<file path="config.mk">
export PLATFORM = sky130hd
export DESIGN_NAME = tm1638_responder
export DESIGN_NICKNAME = d
export VERILOG_FILES = /design/src/rtl/tm1638_responder.sv
export SDC_FILE = /design/constraint.sdc
export NUM_CORES = 1
export LEC_CHECK = 0
export BUFFER_PORTS_ARGS = -buffer_cell sky130_fd_sc_hd__buf_2
export CAP_MARGIN = 15
export CORE_MARGIN = 4
export CORE_UTILIZATION = 60
export DETAILED_ROUTE_END_ITERATION = 8
export PLACE_DENSITY = 0.86
export SETUP_SLACK_MARGIN = 0.5
export SLEW_MARGIN = 30
export SYNTH_ARGS = -nofsm -noshare
export SYNTH_HDL_FRONTEND = slang
export SYNTH_SLANG_ARGS = --single-unit
export TNS_END_PERCENT = 10
</file>
<file path="constraint.sdc">
create_clock -name clk -period 10.56 [get_ports clk]
set_input_delay 0.528 -clock clk [delete_from_list [all_inputs] [get_ports clk]]
set_output_delay 0.528 -clock clk [all_outputs]
set_load 0.1 [all_outputs]
</file>
<file path="src/rtl/tm1638_responder.sv">
// TM1638 device-side responder: oversamples the host serial link, decodes
// data/address/control commands, holds display RAM and shifts key data back.
module tm1638_responder #(
  parameter int SYNC_STAGES = 2
) (
  input  logic         clk,
  input  logic         rst,
  input  logic         sio_clk,
  input  logic         sio_stb,
  input  logic         sio_data_in,
  output logic         sio_data_out,
  output logic         sio_data_oe,
  input  logic [31:0]  keys,
  output logic [127:0] display_ram,
  output logic         display_on,
  output logic [2:0]   brightness,
  output logic         frame_done
);

  // state   | meaning
  // IDLE    | no frame open, waiting for strobe fall
  // CMD     | shifting in the command byte
  // WDATA   | shifting in display bytes after an address command
  // RDATA   | shifting key bytes out to the host
  // IGNORE  | frame open, remaining bits discarded
  typedef enum logic [2:0] {
    ST_IDLE, ST_CMD, ST_WDATA, ST_RDATA, ST_IGNORE
  } state_t;

  logic [SYNC_STAGES-1:0] clk_sync_q, stb_sync_q, dat_sync_q;
  logic                   clk_prev_q, stb_prev_q;
  logic                   clk_s, stb_s, dat_s;
  logic                   clk_rise, clk_fall, stb_rise, stb_fall;

  state_t       state_q, state_d;
  logic [2:0]   bit_cnt_q, bit_cnt_d;
  logic [7:0]   byte_q, byte_d;
  logic [7:0]   rx_byte;
  logic         mode_fixed_q, mode_fixed_d;
  logic [3:0]   ptr_q, ptr_d;
  logic [127:0] ram_q, ram_d;
  logic         on_q, on_d;
  logic [2:0]   bright_q, bright_d;
  logic [31:0]  key_sr_q, key_sr_d;
  logic [5:0]   rd_cnt_q, rd_cnt_d;
  logic         dout_q, dout_d;
  logic         doe_q, doe_d;
  logic         frame_done_q, frame_done_d;

  // Line idle levels are loaded at reset so no edge is seen on release.
  always_ff @(posedge clk or posedge rst) begin
    if (rst) begin
      clk_sync_q <= '1;
      stb_sync_q <= '1;
      dat_sync_q <= '0;
      clk_prev_q <= 1'b1;
      stb_prev_q <= 1'b1;
    end else begin
      clk_sync_q <= {clk_sync_q[SYNC_STAGES-2:0], sio_clk};
      stb_sync_q <= {stb_sync_q[SYNC_STAGES-2:0], sio_stb};
      dat_sync_q <= {dat_sync_q[SYNC_STAGES-2:0], sio_data_in};
      clk_prev_q <= clk_s;
      stb_prev_q <= stb_s;
    end
  end

  assign clk_s    = clk_sync_q[SYNC_STAGES-1];
  assign stb_s    = stb_sync_q[SYNC_STAGES-1];
  assign dat_s    = dat_sync_q[SYNC_STAGES-1];
  assign clk_rise = clk_s & ~clk_prev_q;
  assign clk_fall = ~clk_s & clk_prev_q;
  assign stb_rise = stb_s & ~stb_prev_q;
  assign stb_fall = ~stb_s & stb_prev_q;
  assign rx_byte  = {dat_s, byte_q[7:1]};

  always_ff @(posedge clk or posedge rst) begin
    if (rst) begin
      state_q      <= ST_IDLE;
      bit_cnt_q    <= '0;
      byte_q       <= '0;
      mode_fixed_q <= 1'b0;
      ptr_q        <= '0;
      ram_q        <= '0;
      on_q         <= 1'b0;
      bright_q     <= '0;
      key_sr_q     <= '0;
      rd_cnt_q     <= '0;
      dout_q       <= 1'b0;
      doe_q        <= 1'b0;
      frame_done_q <= 1'b0;
    end else begin
      state_q      <= state_d;
      bit_cnt_q    <= bit_cnt_d;
      byte_q       <= byte_d;
      mode_fixed_q <= mode_fixed_d;
      ptr_q        <= ptr_d;
      ram_q        <= ram_d;
      on_q         <= on_d;
      bright_q     <= bright_d;
      key_sr_q     <= key_sr_d;
      rd_cnt_q     <= rd_cnt_d;
      dout_q       <= dout_d;
      doe_q        <= doe_d;
      frame_done_q <= frame_done_d;
    end
  end

  always_comb begin
    state_d      = state_q;
    bit_cnt_d    = bit_cnt_q;
    byte_d       = byte_q;
    mode_fixed_d = mode_fixed_q;
    ptr_d        = ptr_q;
    ram_d        = ram_q;
    on_d         = on_q;
    bright_d     = bright_q;
    key_sr_d     = key_sr_q;
    rd_cnt_d     = rd_cnt_q;
    dout_d       = dout_q;
    doe_d        = doe_q;
    frame_done_d = 1'b0;

    if (stb_rise) begin
      state_d      = ST_IDLE;
      doe_d        = 1'b0;
      dout_d       = 1'b0;
      frame_done_d = 1'b1;
    end else if (stb_fall) begin
      state_d   = ST_CMD;
      bit_cnt_d = '0;
      doe_d     = 1'b0;
      dout_d    = 1'b0;
    end else begin
      case (state_q)
        ST_CMD: if (clk_rise) begin
          byte_d    = rx_byte;
          bit_cnt_d = bit_cnt_q + 3'd1;
          if (bit_cnt_q == 3'd7) begin
            case (rx_byte[7:6])
              2'b01: begin
                mode_fixed_d = rx_byte[2];
                if (rx_byte[1]) begin
                  key_sr_d = keys;
                  rd_cnt_d = '0;
                  state_d  = ST_RDATA;
                end else begin
                  state_d = ST_IGNORE;
                end
              end
              2'b10: begin
                on_d     = rx_byte[3];
                bright_d = rx_byte[2:0];
                state_d  = ST_IGNORE;
              end
              2'b11: begin
                ptr_d   = rx_byte[3:0];
                state_d = ST_WDATA;
              end
              default: state_d = ST_IGNORE;
            endcase
          end
        end
        ST_WDATA: if (clk_rise) begin
          byte_d    = rx_byte;
          bit_cnt_d = bit_cnt_q + 3'd1;
          if (bit_cnt_q == 3'd7) begin
            ram_d[{ptr_q, 3'b000} +: 8] = rx_byte;
            if (!mode_fixed_q) ptr_d = ptr_q + 4'd1;
          end
        end
        // rd_cnt counts bits presented; 33 means the read is exhausted.
        ST_RDATA: if (clk_fall) begin
          if (rd_cnt_q == 6'd0) begin
            doe_d    = 1'b1;
            dout_d   = key_sr_q[0];
            rd_cnt_d = 6'd1;
          end else if (rd_cnt_q < 6'd32) begin
            key_sr_d = {1'b0, key_sr_q[31:1]};
            dout_d   = key_sr_q[1];
            rd_cnt_d = rd_cnt_q + 6'd1;
          end else if (rd_cnt_q == 6'd32) begin
            doe_d    = 1'b0;
            dout_d   = 1'b0;
            rd_cnt_d = 6'd33;
          end
        end
        default: ;
      endcase
    end
  end

  assign sio_data_out = dout_q;
  assign sio_data_oe  = doe_q;
  assign display_ram  = ram_q;
  assign display_on   = on_q;
  assign brightness   = bright_q;
  assign frame_done   = frame_done_q;

endmodule

</file>
==> results.md <==
* Status: complete, no violations
* Setup Viol. Count Final at 0
* Share of cells above drive strength 1 at 47.3%
* Maximum root-to-sink buffer count at 2
* Detailed Route Iter0 Violations at 410
* Vias in the first global route at 6133
* CTS root buf: clkbuf_16
* Met1 Use GR at roughly a third
* Total track usage at a little under a quarter
* Final Hold Fails at 0
* Most used DFF post-synth: dfrtp_1
* Max_cap viols at 0
* Dpl cell area at between 0.009 and 0.01 mm^2
* Total chip power at 1.57 mW
* Critical path required time at around 11000 ps
* First-pass DRT Iterations at 4
* DRT Wirelength at between 15000 and 20000 um
* I/O pin cnt at 172
* Final core occ at between 70% and 80%
* Avg WL per Cell at 18.4 um
* PD cells at between 100 and 150 mW/mm^2
* Finished Cell Area at 0.0105 mm^2
* DIE HEIGHT at between 100 and 150 um
* CP Data Arrival Time at 3390 ps
* Largest net degree at the start of global routing at 131
* Mapped cell area at just under 0.009 mm^2
* Via count at around 6000
* Postcts setup bufs at 0
* Htree depth at 4
* GPL Wtd Cong at ~0.88
* Crit path capture type: flop
* Worst-Margin Slew at between 800 and 900 ps
* Slew margin rel. at 40.8%
* Global-route track usage on met3 at ~7%
* Clock skew at about 9.3 ps
* Slew Limit Fails at 0
* Diode count at 0
* Number of synthesized flops with an enable pin at 0
* Avg Inst Size Synth at 12.8 um^2
* Crit path kind: reg2reg
* Yosys reg bits at around 200
* Net switching power at between 0.3 and 0.4 mW
* Initial antenna violation count at 0
* YS warnings at 0
* # clock sinks at around 200
* Critical path launch point type: flop
* Ys async rst share at 100%
* CTS tree: done
* RSZ-0062 raised after global routing: false
* Fmax at 0.325 GHz
* Final ANT Viol Nets at 0
* Flop2flop setup slack at about 7500 ps
* Pleak at between 5 and 6 nW
* Die width at 130 um
* Post-DP HPWL at about 13000 um
* Internal at roughly 1.2 mW
* Final period util at about 29%
* Drt drc at 0
* Top Usage Layer GRT: met2
* Worst min-delay path category: in2async
* Crit path max fanout at 19
* Die area at between 0.015 and 0.02 mm^2
* Reg2reg path depth at 5
* Global-route wire length before repair at between 30000 and 40000 um
* Comb pwr share at ~7.1%
* Clock buffer count from CTS at 17
* M2 GR Usage at a little under two fifths
* Sequential Power Share at around 53%
* Cells after DPL at between 1000 and 1500
* Hold-fix buffers at CTS at 0
* Peak VDD IR at 0.116 mV
* Sw frac at approximately a quarter
* Part of the Yosys area used for sequential elements at a little under three fifths
* Clock transition at path regs at approximately 70 ps
* Clock Power Share at between 30% and 40%
* Total grt overflow at 0
* Distinct cells, synth at 59
* PortBufs at about 170
* RR Startpoint: ptr_q[0]
* Row count at between 40 and 50
* # resized after CTS at 0
* Clock Latency Late Sink at about 430 ps
* Layout area overhead at 17.6%
* Reg-to-reg critical path endpoint: display_ram[48]
* Core area at approximately 0.015 mm^2
* Initial core utilization at approximately three fifths
* Post-Layout Cell Count at 1064
* Setup TNS at 0 ps
* Final min period at roughly 3100 ps
* Post-Syn Instances at approximately 700
* Vias per Instance at around 5.6
* Final Net Count at around 910
* Syn Nets at ~750
==> stage by stage <==
step	hold slack (ps)	setup WS, ps
after floorplan	331	4620
after global placement	333	7640
after detailed placement	342	7480
after CTS	176	7500
after global routing	84.1	7270
final	78.5	7480
==> final cells by class <==
cell class	instances	area (um^2)
clock buffers	20	457
flip-flops and latches	199	4990
multi-input cells	460	3750
well taps	184	230
fillers	996	4060
inverters	12	52.6
clock inverters	12	118
repair buffers	177	933
==> flip-flops by register name, indices dropped and copies added (netlist names) <==
signal	cells
brightness	3
bit_cnt_q	3
byte_q	7
dat_sync_q	2
clk_sync_q	2
key_sr_q	32
rd_cnt_q	6
clk_prev_q	1
ptr_q	4
sio_data_oe	1
state_q	3
display_ram	128
frame_done	1
sio_data_out	1
stb_prev_q	1
display_on	1
stb_sync_q	2
mode_fixed_q	1
==> cell usage in the layout, fill, tap and decap left out, types with 3 or more instances in the layout <==
cell        instances
dfrtp_1           193
mux2_2            171
buf_2             171
nand2_1           108
nor2b_1            21
clkbuf_16          17
nor2_1             15
o21ai_0            15
inv_1              11
and3_1             10
ha_1               10
a21oi_1             9
and2_1              9
nand3_1             9
nor3_2              8
dfstp_2             6
or3b_2              4
nand4b_1            4
a32o_1              4
mux2i_1             4
buf_4               4
or2_2               3
nand3_4             3
xnor2_1             3
nor4b_4             3
nand3b_1            3
inv_6               3
clkinvlp_4          3
==> worst max path at each step <==
| stage | end | slack, ps | start |
|---|---|---|---|
| CTS | display_ram[48] | 7500 | ptr_q[0] |
| detailed placement | display_ram[48] | 7480 | ptr_q[0] |
| finish | display_ram[48] | 7480 | ptr_q[0] |
| floorplan | bit_cnt_q[0] | 4620 | rst |
| global placement | display_ram[52] | 7640 | ptr_q[0] |
| global route | display_ram[48] | 7270 | ptr_q[0] |
==> synth_stat cells, drive strengths merged (6+ instances only) <==
cell type  count  share of area [%]
dfrtp        193                 54
mux2         173                 22
nand2        108                4.5
nor2b         21                1.5
clkbuf        17               0.85
o21ai         16               0.89
nor2          15               0.63
inv           12               0.50
nand3         12                1.1
buf           11               0.84
and3          10               0.70
ha            10                1.4
nor3          10                1.0
a21oi          9               0.50
and2           9               0.63
dfstp          6                1.8
==> cell families after synthesis <==
logic type	Yosys count	synth area share, %
fa+ha+maj	10	1.40
xor+xnor	5	0.489
simple gates	223	14.4
buf+inv	42	2.39
mux	177	22.3
compound gates	45	3.34
flops	199	55.7
==> metal layers <==
metal / wire (um) / share of wire, % / vias up
met1: 8260 / 42 / 2957
met3: 1550 / 7.9 / 15
met4: 215 / 1.1 / 0
li1: - / - / 2788
met2: 9520 / 49 / 197
met5: 0 / 0 / -
==> power groups by stage <==
| stage | logic [mW] | clock network (mW) | registers (mW) |
|---|---|---|---|
| 4_1_cts | 0.110 | 0.641 | 0.834 |
| 3_5_place_dp | 0.109 | 0 | 0.848 |
| 6_report | 0.111 | 0.627 | 0.834 |
| 2_1_floorplan | 0.0918 | 0 | 0.832 |
| 3_3_place_gp | 0.106 | 0 | 0.845 |
| 5_1_grt | 0.125 | 0.675 | 0.839 |
==> critical path: stages, from the launching register on <==
cell,delay (ps)
dfrtp_1,660
inv_1,200
ha_1,640
nand2_1,210
nor4_2,830
mux2_2,420
(Power assumes the default switching activity.)
